**src/rtl/control_sequencer.sv**
```systemverilog
// Moore control unit: sequences fetch (T0-T2) and per-opcode execute steps (T3-T7),
// driving every register-enable, bus-source, memory and ALU-select strobe of the datapath.
module control_sequencer #(
  parameter logic [4:0] ADD_OP = 5'd3,
  parameter int         OP_W   = 6
) (
  input  logic            clk,
  input  logic            clr,
  input  logic            stop,
  input  logic [31:0]     IR_data_out,
  output logic            Gra,
  output logic            Grb,
  output logic            Grc,
  output logic            Rin,
  output logic            Rout,
  output logic            BAout,
  output logic            PCout,
  output logic            Zhighout,
  output logic            Zlowout,
  output logic            MDRout,
  output logic            HIout,
  output logic            LOout,
  output logic            InPortout,
  output logic            Cout,
  output logic            PCin,
  output logic            IncPC,
  output logic            MARin,
  output logic            MDRin,
  output logic            IRin,
  output logic            Yin,
  output logic            HIin,
  output logic            LOin,
  output logic            ZHighIn,
  output logic            ZLowIn,
  output logic            enableOutport,
  output logic            Read,
  output logic            Write,
  output logic [OP_W-1:0] operation,
  output logic            run,
  output logic [3:0]      state_dbg_o
);

  typedef enum logic [3:0] {
    S_RST, S_T0, S_T1, S_T2, S_T3, S_T4, S_T5, S_T6, S_T7, S_HALT
  } state_e;

  state_e     state_q, state_d;
  logic [4:0] opcode;
  logic       is_ld, is_ldi, is_st, is_mem, is_r, is_i, is_md, is_halt;
  logic       last_step;

  assign opcode  = IR_data_out[31:27];
  assign is_ld   = (opcode == 5'd0);
  assign is_ldi  = (opcode == 5'd1);
  assign is_st   = (opcode == 5'd2);
  assign is_mem  = is_ld | is_ldi | is_st;
  assign is_r    = (opcode >= 5'd3) && (opcode <= 5'd11);
  assign is_i    = (opcode >= 5'd12) && (opcode <= 5'd14);
  assign is_md   = (opcode == 5'd15) || (opcode == 5'd16);
  assign is_halt = (opcode == 5'd27);

  assign state_dbg_o = state_q;

  always_ff @(posedge clk or posedge clr) begin
    if (clr) state_q <= S_RST;
    else     state_q <= state_d;
  end

  // Instructions not in any multi-step class (in/out/mfhi/mflo/nop/undefined) end at T3.
  always_comb begin
    last_step = 1'b0;
    case (state_q)
      S_T3:    last_step = !(is_mem | is_r | is_i | is_md);
      S_T5:    last_step = is_ldi | is_r | is_i;
      S_T6:    last_step = is_md;
      S_T7:    last_step = 1'b1;
      default: last_step = 1'b0;
    endcase
  end

  always_comb begin
    state_d = state_q;
    case (state_q)
      S_RST:  state_d = S_T0;
      S_T0:   state_d = S_T1;
      S_T1:   state_d = S_T2;
      S_T2:   state_d = S_T3;
      S_T3:   state_d = S_T4;
      S_T4:   state_d = S_T5;
      S_T5:   state_d = S_T6;
      S_T6:   state_d = S_T7;
      S_T7:   state_d = S_T0;
      S_HALT: state_d = S_HALT;
      default: state_d = S_RST;
    endcase
    if (last_step) state_d = stop ? S_HALT : S_T0;
    if (state_q == S_T3 && is_halt) state_d = S_HALT;
  end

  always_comb begin
    Gra = 1'b0; Grb = 1'b0; Grc = 1'b0; Rin = 1'b0; Rout = 1'b0; BAout = 1'b0;
    PCout = 1'b0; Zhighout = 1'b0; Zlowout = 1'b0; MDRout = 1'b0; HIout = 1'b0;
    LOout = 1'b0; InPortout = 1'b0; Cout = 1'b0; PCin = 1'b0; IncPC = 1'b0;
    MARin = 1'b0; MDRin = 1'b0; IRin = 1'b0; Yin = 1'b0; HIin = 1'b0; LOin = 1'b0;
    ZHighIn = 1'b0; ZLowIn = 1'b0; enableOutport = 1'b0; Read = 1'b0; Write = 1'b0;
    operation = '0;
    run = (state_q != S_RST) && (state_q != S_HALT);
    case (state_q)
      S_T0: begin PCout = 1'b1; MARin = 1'b1; IncPC = 1'b1; ZLowIn = 1'b1; end
      S_T1: begin Zlowout = 1'b1; PCin = 1'b1; Read = 1'b1; MDRin = 1'b1; end
      S_T2: begin MDRout = 1'b1; IRin = 1'b1; end
      S_T3: begin
        if (is_mem) begin
          Grb = 1'b1; BAout = 1'b1; Yin = 1'b1;
        end else if (is_r | is_i) begin
          Grb = 1'b1; Rout = 1'b1; Yin = 1'b1;
        end else if (is_md) begin
          Gra = 1'b1; Rout = 1'b1; Yin = 1'b1;
        end else begin
          case (opcode)
            5'd22:   begin InPortout = 1'b1; Gra = 1'b1; Rin = 1'b1; end
            5'd23:   begin Gra = 1'b1; Rout = 1'b1; enableOutport = 1'b1; end
            5'd24:   begin HIout = 1'b1; Gra = 1'b1; Rin = 1'b1; end
            5'd25:   begin LOout = 1'b1; Gra = 1'b1; Rin = 1'b1; end
            default: ;
          endcase
        end
      end
      S_T4: begin
        ZLowIn = 1'b1;
        if (is_mem) begin
          Cout = 1'b1; operation = OP_W'({1'b0, ADD_OP});
        end else if (is_r) begin
          Grc = 1'b1; Rout = 1'b1; operation = OP_W'({1'b0, opcode});
        end else if (is_i) begin
          Cout = 1'b1; operation = OP_W'({1'b0, opcode});
        end else begin
          Grb = 1'b1; Rout = 1'b1; ZHighIn = 1'b1; operation = OP_W'({1'b0, opcode});
        end
      end
      S_T5: begin
        Zlowout = 1'b1;
        if (is_ld | is_st) MARin = 1'b1;
        else if (is_md)    LOin = 1'b1;
        else begin Gra = 1'b1; Rin = 1'b1; end
      end
      S_T6: begin
        if (is_ld)      begin Read = 1'b1; MDRin = 1'b1; end
        else if (is_st) begin Gra = 1'b1; Rout = 1'b1; MDRin = 1'b1; end
        else            begin Zhighout = 1'b1; HIin = 1'b1; end
      end
      S_T7: begin
        if (is_ld) begin MDRout = 1'b1; Gra = 1'b1; Rin = 1'b1; end
        else       Write = 1'b1;
      end
      default: ;
    endcase
  end

endmodule

```
**config.mk**
```make
export PLATFORM = sky130hd
export DESIGN_NAME = control_sequencer
export DESIGN_NICKNAME = d
export VERILOG_FILES = /design/src/rtl/control_sequencer.sv
export SDC_FILE = /design/constraint.sdc
export NUM_CORES = 1
export LEC_CHECK = 0
export CAP_MARGIN = 20
export CORE_MARGIN = 2
export CORE_UTILIZATION = 29
export CTS_BUF_LIST = sky130_fd_sc_hd__clkbuf_16
export CTS_CLUSTER_DIAMETER = 200
export DETAILED_ROUTE_END_ITERATION = 10
export HOLD_SLACK_MARGIN = 0.12
export PLACE_DENSITY_LB_ADDON = 0.1
export SLEW_MARGIN = 20
export SYNTH_ARGS = -nofsm -noshare
export SYNTH_HDL_FRONTEND = slang
export SYNTH_SLANG_ARGS = --single-unit
```
**constraint.sdc**
```tcl
create_clock -name clk -period 1.7 [get_ports clk]
set_input_delay 0.255 -clock clk [delete_from_list [all_inputs] [get_ports clk]]
set_output_delay 0.255 -clock clk [all_outputs]
set_load 0.01 [all_outputs]
```
==> Yosys cells after proc, flatten, opt, wreduce, memory -nomap -nowiden <==
Memory sizes are Yosys's and may differ from the RTL's.
Cells that the tools add are included.
{ "totals": {"regBits": 4, "latchBits": 0, "ram_bits": 0, "rom_bits": 64, "inputBits": 35, "out_inout_bits": 38, "word_cells": 130, "mem_count": 1} }
{ "op_classes": {"add_sub_neg": 0, "mul": 0, "div": 0, "n_lt_le_gt_ge": 4, "eq_ne": 18, "shift": 0, "n_mux": 85, "n_bitwise": 9, "reduce_logical": 12} }
{ "mem_list": {"columns": ["name", "depth", "width", "read_ports", "rd_ports_with_merged_regs", "wr", "line", "text"], "rows": [
  ["(no name shown)", 16, 4, 1, 0, 0, "83", "case (state_q)"]
]} }
{ "ops": {"columns": ["operator", "count"], "rows": [
  ["2-to-1 mux 1 bit", 71],
  ["equality test 5 bit, second input constant", 6],
  ["equality test 4 x 3 -> 1 bit, second input constant", 4],
  ["2-to-1 mux 4 bit", 3],
  ["<= comparator 5 x 4 -> 1 bit, second input constant", 2],
  ["2-to-1 mux 5 bit", 2],
  ["case mux 1 bit (2 select lines)", 5],
  ["OR 1 bit", 9],
  ["equality test 4 x 2 -> 1 bit, second input constant", 2],
  ["case mux 1 bit (4 select lines)", 2],
  ["case mux 1 bit (3 select lines)", 2],
  ["equality test 5 x 1 -> 1 bit, second input constant", 1],
  ["equality test 5 x 2 -> 1 bit, second input constant", 1],
  ["equality test 5 x 4 -> 1 bit, second input constant", 1],
  ["greater-or-equal comparator 5 x 2 -> 1 bit, second input constant", 1],
  ["greater-or-equal comparator 5 x 4 -> 1 bit, second input constant", 1],
  ["zero test 5 bit", 1],
  ["equality test 4 x 1 -> 1 bit, second input constant", 1],
  ["equality test 4 bit, second input constant", 1],
  ["logical AND 1 bit", 4],
  ["!= test 4 bit, second input constant", 1],
  ["nonzero test 4 bit", 1],
  ["OR reduction 2 bit", 2],
  ["OR reduction 4 bit", 1],
  ["other kinds (3)", 3]
]} }

==> Depth between registers and ports, before layout <==
Gate-level depths: netlist of run 1.
{ "logic_depth": {"ltp_word": 10, "mapped_depth": 7, "mapped_depth_nobuf": 7} }

==> Worst setup path after synthesis of run 1 <==
No wires, ideal clock.
{ "synth_path": {"path_type": "reg-to-reg", "startpoint": "register state_q[0], in the netlist state_dbg_o[0]", "endpoint": "register state_q[0], in the netlist state_dbg_o[0]", "setup_ps": 124, "t_arrival_ps": 1680, "required_time_ps": 1576, "path_slack_ps": -104, "stages_incl_launch_ff": 7, "path_buffers": 0, "path_cell_list": "dfrtp_1 > inv_1 > ha_1 > and4b_1 > a311oi_2 > o22ai_2 > a211o_1"} }
{ "synth_between": {"elab_chain_len": 4, "elab_cells_between_ends": 9, "cone_classes": "4 x eq/ne; 3 x mux; 1 x reduce/logical; 1 x memory"} }
{ "synth_lines": {"columns": ["element", "line", "text"], "rows": [
  ["start, declared", "47", "state_e state_q, state_d;"],
  ["start signal, assigned", "66", "else state_q <= state_d;"],
  ["branches (longest 3 deep; another with memory (16 x 4 bit))", null, null],
  ["2-to-1 mux 4 bit (*)", "97", "if (state_q == S_T3 && is_halt) state_d = S_HALT;"],
  ["via state_d[0]", "47", null]
]} }
Mark *: on every way through the listed nets, which the timed path passes.

==> Worst setup path after layout of run 1 <==
Same ends and word-level chain as after synthesis.

==> impl_metrics.toml, run 1 <==
[yosys]
yosysTopAreaCell = "dfrtp_1"
ys_seq_area_frac = 0.118
synth_top_flop_cell = "dfrtp_1"
synth.ff_latch_count = 4
synthCells = 119
postSynth.asyncResetShare = 1.00
synth_fp_nets = 159
synth-edff-count = 0
avgSynthCellArea_sq_um = 7.14
synth_top_area_frac = 0.118
ys_types = 43
yosysMostFrequentCell = "nor2_1"
synth_area_leaders = "dfrtp_1 (12%), nor2_1 (8.4%), ha_1 (7.4%)"
synthTopCellsByCount = "nor2_1 (19), inv_1 (9), nand2_1 (8)"
ys_warn_count = 0
syn-cell-area_sq_um = 850

[layout]
multi_input_area_sq_um = 867
fin_cells = 245
final_area_sq_um = 1870
nNetsFinal = 256
num_antenna_cells = 0
area_delta_synth_final_pct = 120
fillers = 244
largest_reg_flops = 4
drive_above_1_share = 0.696
seqCellArea_sq_um = 104

[clock_network]
clkLatencyLatePin_ns = 0.22
cts_buffers = 3
cts_tree = "yes"
htree_levels = 1
clk_pin_slew_worst_paths_ns = 0.03
root_buffer = "clkbuf_16"
clock-sinks = 4
cts_hold_buf = 0
clk_path_buf_depth = 2

[floorplan]
ios = 73
die_area_sq_um = 3380
die_h_um = 58.1
rows = 19
core_area_sq_um = 2780
start_util = 0.305
die_w_um = 58.1

[worst_setup_path]
arrival_ns = 1.92
rrSetupSlack_ns = -0.13
crit_path_max_fanout = 4
endpoint_kind = "flip-flop"
cp.required_ns = 1.80
crit_path_start_kind = "flip-flop"
critPathKind = "flip-flop to flip-flop"

[grt]
overflow = 0
grt_antenna_before_repair = 0
grt_pass1_vias = 1159
track_usage = 0.206
grt_max_degree = 9
grt_pass1_wl_um = 5380

[placed_design]
dpl.hpwl_um = 2450
placed_area_sq_um = 1630
place.gp.congestion = 0.804
placed_cells = 230
io_buffers = 44

[power_and_ir_drop]
p_leak_nw = 0.932
p_per_area_nw_per_um2 = 1440
vdd_drop_max_uv = 1650

[routing]
routed_wl_um = 3400
detail_route.iter0.violations = 43
drc = 0
wire_per_inst_um = 13.9
drt_first_pass_iters = 4
viasPerCell = 4.95
ant_nets = 0
vias = 1212

[outcome]
status = "complete, but fails checks"
violations = "setup timing"

[hold_path]
hold_path.class = "input pin to asynchronous set/reset pin"

[sta]
rsz0062_at_grt = "true"
hold_viol = 0
fin_crit_ns = 1.83
post-route-period-util = 1.08
fmax_ghz = 0.547
worst_clock_skew_ns = 0.000579
setup_violations = 22
final_max_slew_viol_count = 0
fin_ws_ns = -0.129

[job]
maxCapViolCount = 0
## per-layer routing
metal,part of all wire,track usage,wire [um]
met1,0.45,0.281,1510
met2,0.48,0.325,1640
met3,0.058,0.0290,196
met4,0.014,0.0864,47
met5,0,0,0
## where the power goes
group,internal [mW],total (mW),switching [mW]
Sequential,0.153,0.201,0.0475
Clock,0.300,0.358,0.0583
Combinational,1.15,2.13,0.983
## placed cells by master, fill, tap and decap left out, types with 2 or more instances in the layout
cell,netlist,routed
a211oi_2,1,2
a21oi_1,4,3
and3b_1,3,3
buf_2,3,30
buf_4,5,53
buf_6,1,8
clkbuf_16,0,3
clkdlybuf4s15_2,0,2
clkdlybuf4s50_1,0,6
dfrtp_2,0,3
dlygate4sd2_1,0,3
ha_4,0,3
inv_1,9,5
inv_2,0,4
mux2i_1,2,2
nand2_1,8,5
nand2_4,0,2
nand2b_4,0,3
nand3_1,3,2
nand3b_1,2,2
nor2_1,19,15
nor2_2,0,4
nor2b_1,4,2
nor3_2,1,4
nor3b_2,0,2
o21ai_0,4,2
o21ai_1,0,2
or2_2,4,3
## stage by stage
step	util	power (mW)	TNS [ns]	setup slack, ns	hold WS [ns]
floorplan	-	0.979	-0.00115	-0.00115	0.0209
global placement	0.587	2.05	-17.50	-0.765	0.443
detailed placement	0.587	2.07	-17.72	-0.781	0.450
CTS	0.647	2.55	-1.23	-0.115	0.218
global route	0.673	2.90	-2.94	-0.181	0.258
finish	0.673	2.69	-1.16	-0.129	0.218
## timing repair
item / 4_1_cts / 5_1_grt
hold endpoints to repair: 0 / 0
setup endpoints to repair: 37 / 37
cloned: 0 / 0
buffers inserted: 10 / 2
resized for setup: 176 / 18
pin swaps: 12 / 8
## cell type report
| class | instances | share of cell area |
|---|---|---|
| well taps | 31 | 0.0207 |
| multi-input cells | 95 | 0.464 |
| clock buffers | 3 | 0.0401 |
| repair buffers | 103 | 0.402 |
| inverters | 9 | 0.0181 |
| flip-flops and latches | 4 | 0.0555 |
## final timing paths
check,start,endpoint,depth (start not counted)
max reg2reg,state_dbg_o[0],state_dbg_o[0],7
min,clr,state_dbg_o[3],2
min in group clk,IR_data_out[27],state_dbg_o[3],5
max,state_dbg_o[0],state_dbg_o[0],7
min reg2reg,state_dbg_o[3],state_dbg_o[1],2
max in group asynchronous,clr,state_dbg_o[2],2
## worst max-delay path: stages, from the launching register on
cell and delay, ns:
dfrtp_2 0.37, inv_2 0.06, ha_4 0.17, and4b_2 0.26
buf_6 0.14, a311oi_4 0.28, o22ai_2 0.17, a211o_1 0.26
## cells by family after synthesis
family          count (synthesis)  share of synthesized area
simple gates                   61                      0.398
mux                             2                     0.0236
fa+ha+maj                       5                     0.0736
compound gates                 26                      0.259
buf+inv                        20                      0.124
other cells                     1                    0.00441
flops                           4                      0.118
No activity file was read; power rests on OpenSTA's default activity.
==> run 2, diff against run 1 <==
Settings changed: RECOVER_POWER from default to 50.
==> run 2 against run 1 <==
The run still ends with setup timing left. Design area unchanged. Register-to-register slack about the same. Clock skew about the same. Combinational power about the same. Maximum frequency about the same. Global-route usage unchanged. Count of clock-buffer cells in the layout unchanged. Setup slack about the same. Die area unchanged. First-iteration DRC count unchanged. Critical endpoint unchanged. Clock power about the same. Largest cell class unchanged. Flip-flop and latch count unchanged.
==> impl_metrics.toml, run 2 (synthesized netlist as in run 1, its figures left out) <==
[outcome]
status = "complete, but fails checks"
violations = "setup timing"

[floorplan]
die_h_um = 58.1
rows = 19
die_w_um = 58.1
core_area_sq_um = 2780
ios = 73
die_area_sq_um = 3380
start_util = 0.305

[worst_setup_path]
critPathKind = "flip-flop to flip-flop"
cp_top_family = "compound AO/OA/AOI/OAI gates"
cp.required_ns = 1.80
slowest_delay_ns = 0.37
r2r_start = "state_dbg_o[0]"
arrival_ns = 1.92
rrSetupSlack_ns = -0.13
reg2reg_depth = 7
path_cells = "inv_2, ha_4, and4b_2, buf_6, a311oi_4, o22ai_2, a211o_1"
startpoint = "state_dbg_o[0]"
crit_path_max_fanout = 4
critical_path_buf_inv_count = 2
endpoint_kind = "flip-flop"
crit_slowest_cell = "dfrtp_2"
crit_path_start_kind = "flip-flop"
path_depth = 7
r2r-end = "state_dbg_o[0]"

[power_and_ir_drop]
vdd_drop_max_uv = 1630
p_total_mw = 2.68
p_leak_nw = 0.934
p_per_area_nw_per_um2 = 1430

[routing]
vias = 1212
drc = 0
wire_per_inst_um = 13.9
detail_route.iter0.violations = 43
viasPerCell = 4.95
drt_first_pass_iters = 4
ant_nets = 0
routed_wl_um = 3390

[sta]
setup_violations = 22
hold_viol = 0
worst_clock_skew_ns = 0.000579
post-route-period-util = 1.08
rsz0062_at_grt = "true"
fin_crit_ns = 1.83
setup_tns_ns = -1.16
final_max_slew_viol_count = 0
fmax_ghz = 0.547
holdWs_ns = 0.355
fin_ws_ns = -0.129

[placed_design]
dpl.hpwl_um = 2450
io_buffers = 44
dp_slack_ns = -0.781
place.gp.congestion = 0.804

[clock_network]
clock-sinks = 4
clk_pin_slew_worst_paths_ns = 0.03
cts_buffers = 3
htree_levels = 1
clkLatencyLatePin_ns = 0.22
clk_path_buf_depth = 2
root_buffer = "clkbuf_16"
cts_tree = "yes"

[layout]
seqCellArea_sq_um = 104
area_delta_synth_final_pct = 120
multi_input_area_sq_um = 867
post-route-util = 0.673
final_common_cell = "buf_4"
nNetsFinal = 256
drive_above_1_share = 0.696
largest_reg_flops = 4
num_antenna_cells = 0
layout_common_cells = "buf_4 (53), buf_2 (30), nor2_1 (15), buf_6 (8)"
fillers = 244

[grt]
grt_max_degree = 9
grt_pass1_vias = 1159
grt_pass1_wl_um = 5380
overflow = 0
grt_antenna_before_repair = 0
track_usage = 0.206

[job]
maxCapViolCount = 0

[hold_path]
hold_path.class = "input pin to asynchronous set/reset pin"
run 2: final cells by class:
type	count	area share
Clock buffer	3	0.0401
Inverter	9	0.0181
Multi-Input combinational cell	95	0.464
Sequential cell	4	0.0555
Tap cell	31	0.0207
Timing Repair Buffer	103	0.402
run 2: worst max path at each step:
| stage | endpoint | slack (ns) |
|---|---|---|
| final | state_dbg_o[0] | -0.13 |
| after global routing | state_dbg_o[0] | -0.18 |
| after CTS | Gra | -0.11 |
| after detailed placement | Rin | -0.78 |
| after global placement | Rin | -0.76 |
| after floorplan | state_dbg_o[0] | -0.001 |
run 2: where the power goes:
part / leakage, nW / internal (mW) / switching [mW]
clock network: 0.0370 / 0.300 / 0.0583
logic: 0.850 / 1.14 / 0.981
registers: 0.0466 / 0.153 / 0.0475
run 2: metrics by stage:
step / cells / cell area, sq um
floorplan: 119 / 871
global placement: 230 / 1630
detailed placement: 230 / 1630
CTS: 243 / 1800
global route: 245 / 1870
finish: 245 / 1870
run 2: routing by layer:
metal / vias to the layer above / wire length [um] / global-route usage
met5: - / 0 / 0
met4: 0 / 47 / 0.0864
met3: 6 / 196 / 0.0290
met2: 39 / 1640 / 0.325
met1: 560 / 1510 / 0.281
li1: 607 / - / -
run 2: timing repair:
action	CTS	global route
pin swaps	12	8
buffers inserted	10	2
gates resized for setup	176	18
setup endpoints to repair	37	37
hold buffers	0	0
hold endpoints to repair	0	0
==> run 3, diff against run 2 <==
Settings changed: CAP_MARGIN 20 to 10, HOLD_SLACK_MARGIN 0.12 to 0.02.
==> results of run 3 <==
No change in the layout: final DEF, timing and power equal those of run 2.
==> variant (settings of run 2) <==
The parameter `OP_W` goes from 6 to 8.
--- a/src/rtl/control_sequencer.sv
+++ b/src/rtl/control_sequencer.sv
@@ -3,5 +3,5 @@
 module control_sequencer #(
   parameter logic [4:0] ADD_OP = 5'd3,
-  parameter int         OP_W   = 6
+  parameter int         OP_W   = 8
 ) (
   input  logic            clk,
Interface: changed (resized operation); port bits go from 73 to 75. The function was not compared with the original's and may differ.
==> variant against run 2 <==
- the flow finishes with violations (DRC, setup timing)
- worst setup slack lost 0.13 ns
- maximum frequency shrank 6.8%
- routed wire length grew 12%
- global-route usage grew 1.8 points
- hold slack lost 0.0054 ns
- register-to-register slack lost 0.11 ns
- design area grew 3.0%
- sequential cell count is the same
- power grew 1.9%
- synthesized area grew 1.8%
- clock power grew 6.4%
- sequential power grew 10%
- count of clock-buffer cells in the layout is the same
- largest power group unchanged
==> variant: results (changes against run 2) <==
Setup path
  • Largest delay share family, worst path: flip-flops
  • Slowest stage delay, CP: 0.42 ns (+0.05 ns)
  • Reg2Reg Depth: 8 (+1)
  • Critical path origin: state_dbg_o[1]
  • Crit-path max FO: 3 (-1)
  • CP endpoint: Rin
  • Reg2Reg Setup Slack: -0.24 ns (-0.11 ns)
  • CP arrival: 1.71 ns (-0.21 ns)

Power
  • Sequential share of power: 8.1% (+0.6 points)
  • P_comb: ~2.1 mW
  • Leak pwr: 0.9182 nW (-1.6%)
  • Net Sw Power: 1.110 mW (+2.1%)
  • Worst-case vdd ir drop: 1.279 mV (-22%)

Synthesis
  • Synthesized area per cell: 7.145 sq um (about the same)
  • Post-synthesis xor/xnor area fraction: 0% (unchanged)
  • Post-synth EDFFs: 0 (unchanged)
  • Post-synthesis adder-cell area fraction: 7.236% (-0.13 points)
  • Most frequent cells after synthesis: nor2_1, inv_1, nand2_1, buf_4, ha_1
  • Sequential share of the synthesized area: 11.58% (-0.20 points)
  • Synth Area in Compound Gates: 25.47% (-0.45 points)
  • Dominant cells by area after synthesis: dfrtp_1, nor2_1, ha_1, buf_4, inv_1
  • Mux cell area share after synthesis: 2.315% (-0.041 points)

Timing
  • Final Skew: 0.0008898 ns (+0.0003108 ns)
  • PnR worst setup slack: -0.2623 ns (-0.1338 ns)
  • Final setup violating endpoints: 33 (+50%)
  • Final hold slack: 0.3499 ns (-0.005388 ns)
  • TNS Setup: -4.554 ns (-3.395 ns)

Routing
  • DR WL met2: 1.965 mm (+20%)
  • Drt first-iter violations: 60 (+40%)
  • WL met3: 241 um (+23%)
  • Vias: 1,252 (+3.3%)
  • Avg WL per Cell: 15.48 um (+12%)
  • M1 wire length: 1.551 mm (+2.6%)
  • Drt via density: 5.089 (+2.9%)
  • DR pass1 iterations: 7 (+3)
  • DRC Markers: 5 (+5)

Outcome
  • Outcome: finished with violations
  • Failing checks: DRC, setup timing

Clock tree
  • Quantity of gates resized following cts: 164 (-6.8%)
  • Total setup buffers inserted after CTS: 7 (-3)
  • CTS clk-pin slew, worst paths: 0.03 ns (about the same)
  • H-tree depth: 1 (unchanged)

Layout
  • Fin nets: 256 (unchanged)
  • Layout cell share with drive strength beyond 1: 67.91% (-1.7 points)

Global routing
  • First-pass GRT wire length: 5.878 mm (+9.2%)
  • Grt met2 use: 39.81% (+7.3 points)
  • Largest net degree at the start of global routing: 13 (+4)
  • M1 GR Usage: 26.81% (-1.3 points)
  • GRT Util Overall: 22.37% (+1.8 points)
  • M3 GR Usage: 3.956% (+1.1 points)

Place
  • DP Worst Slack: -0.8688 ns (-0.08797 ns)
  • GPL Wtd Cong: 0.9878 (+23%)
  • Placed insts: 226 (-1.7%)
  • Post-DP Area: 0.001594 sq mm (-2.3%)
  • DP HPWL: 2.580 mm (+5.4%)
  • Port bufs: 44 (unchanged)
[variant: cell types whose count changed in the layout (fill, tap and decap cells not counted), sizes merged]
cell,change
clkdlybuf4s50,+1
dlygate4sd2,+1
buf,-11
inv,+1
clkdlybuf4s25,+1
clkdlybuf4s15,+9
dlygate4sd3,-2
clkbuf,-1
conb,+2
[variant: final cells by class]
class / instances / area (sq um)
Clock buffer: 3 / 75.07
Tap cell: 31 / 38.79
Inverter: 9 / 36.28
Timing Repair Buffer: 101 / 822.0
Clock inverter: 1 / 3.754
Multi-Input combinational cell: 97 / 847.1
Sequential cell: 4 / 103.9
Fill cell: 233 / 878.3
[variant: per-stage QoR]
step / power, mW / util [%]
6_report: 2.732 / 68.69
5_1_grt: 2.912 / 68.69
4_1_cts: 2.457 / 64.41
3_5_place_dp: 1.954 / 56.82
3_3_place_gp: 1.947 / 56.82
2_1_floorplan: 0.9846 / -
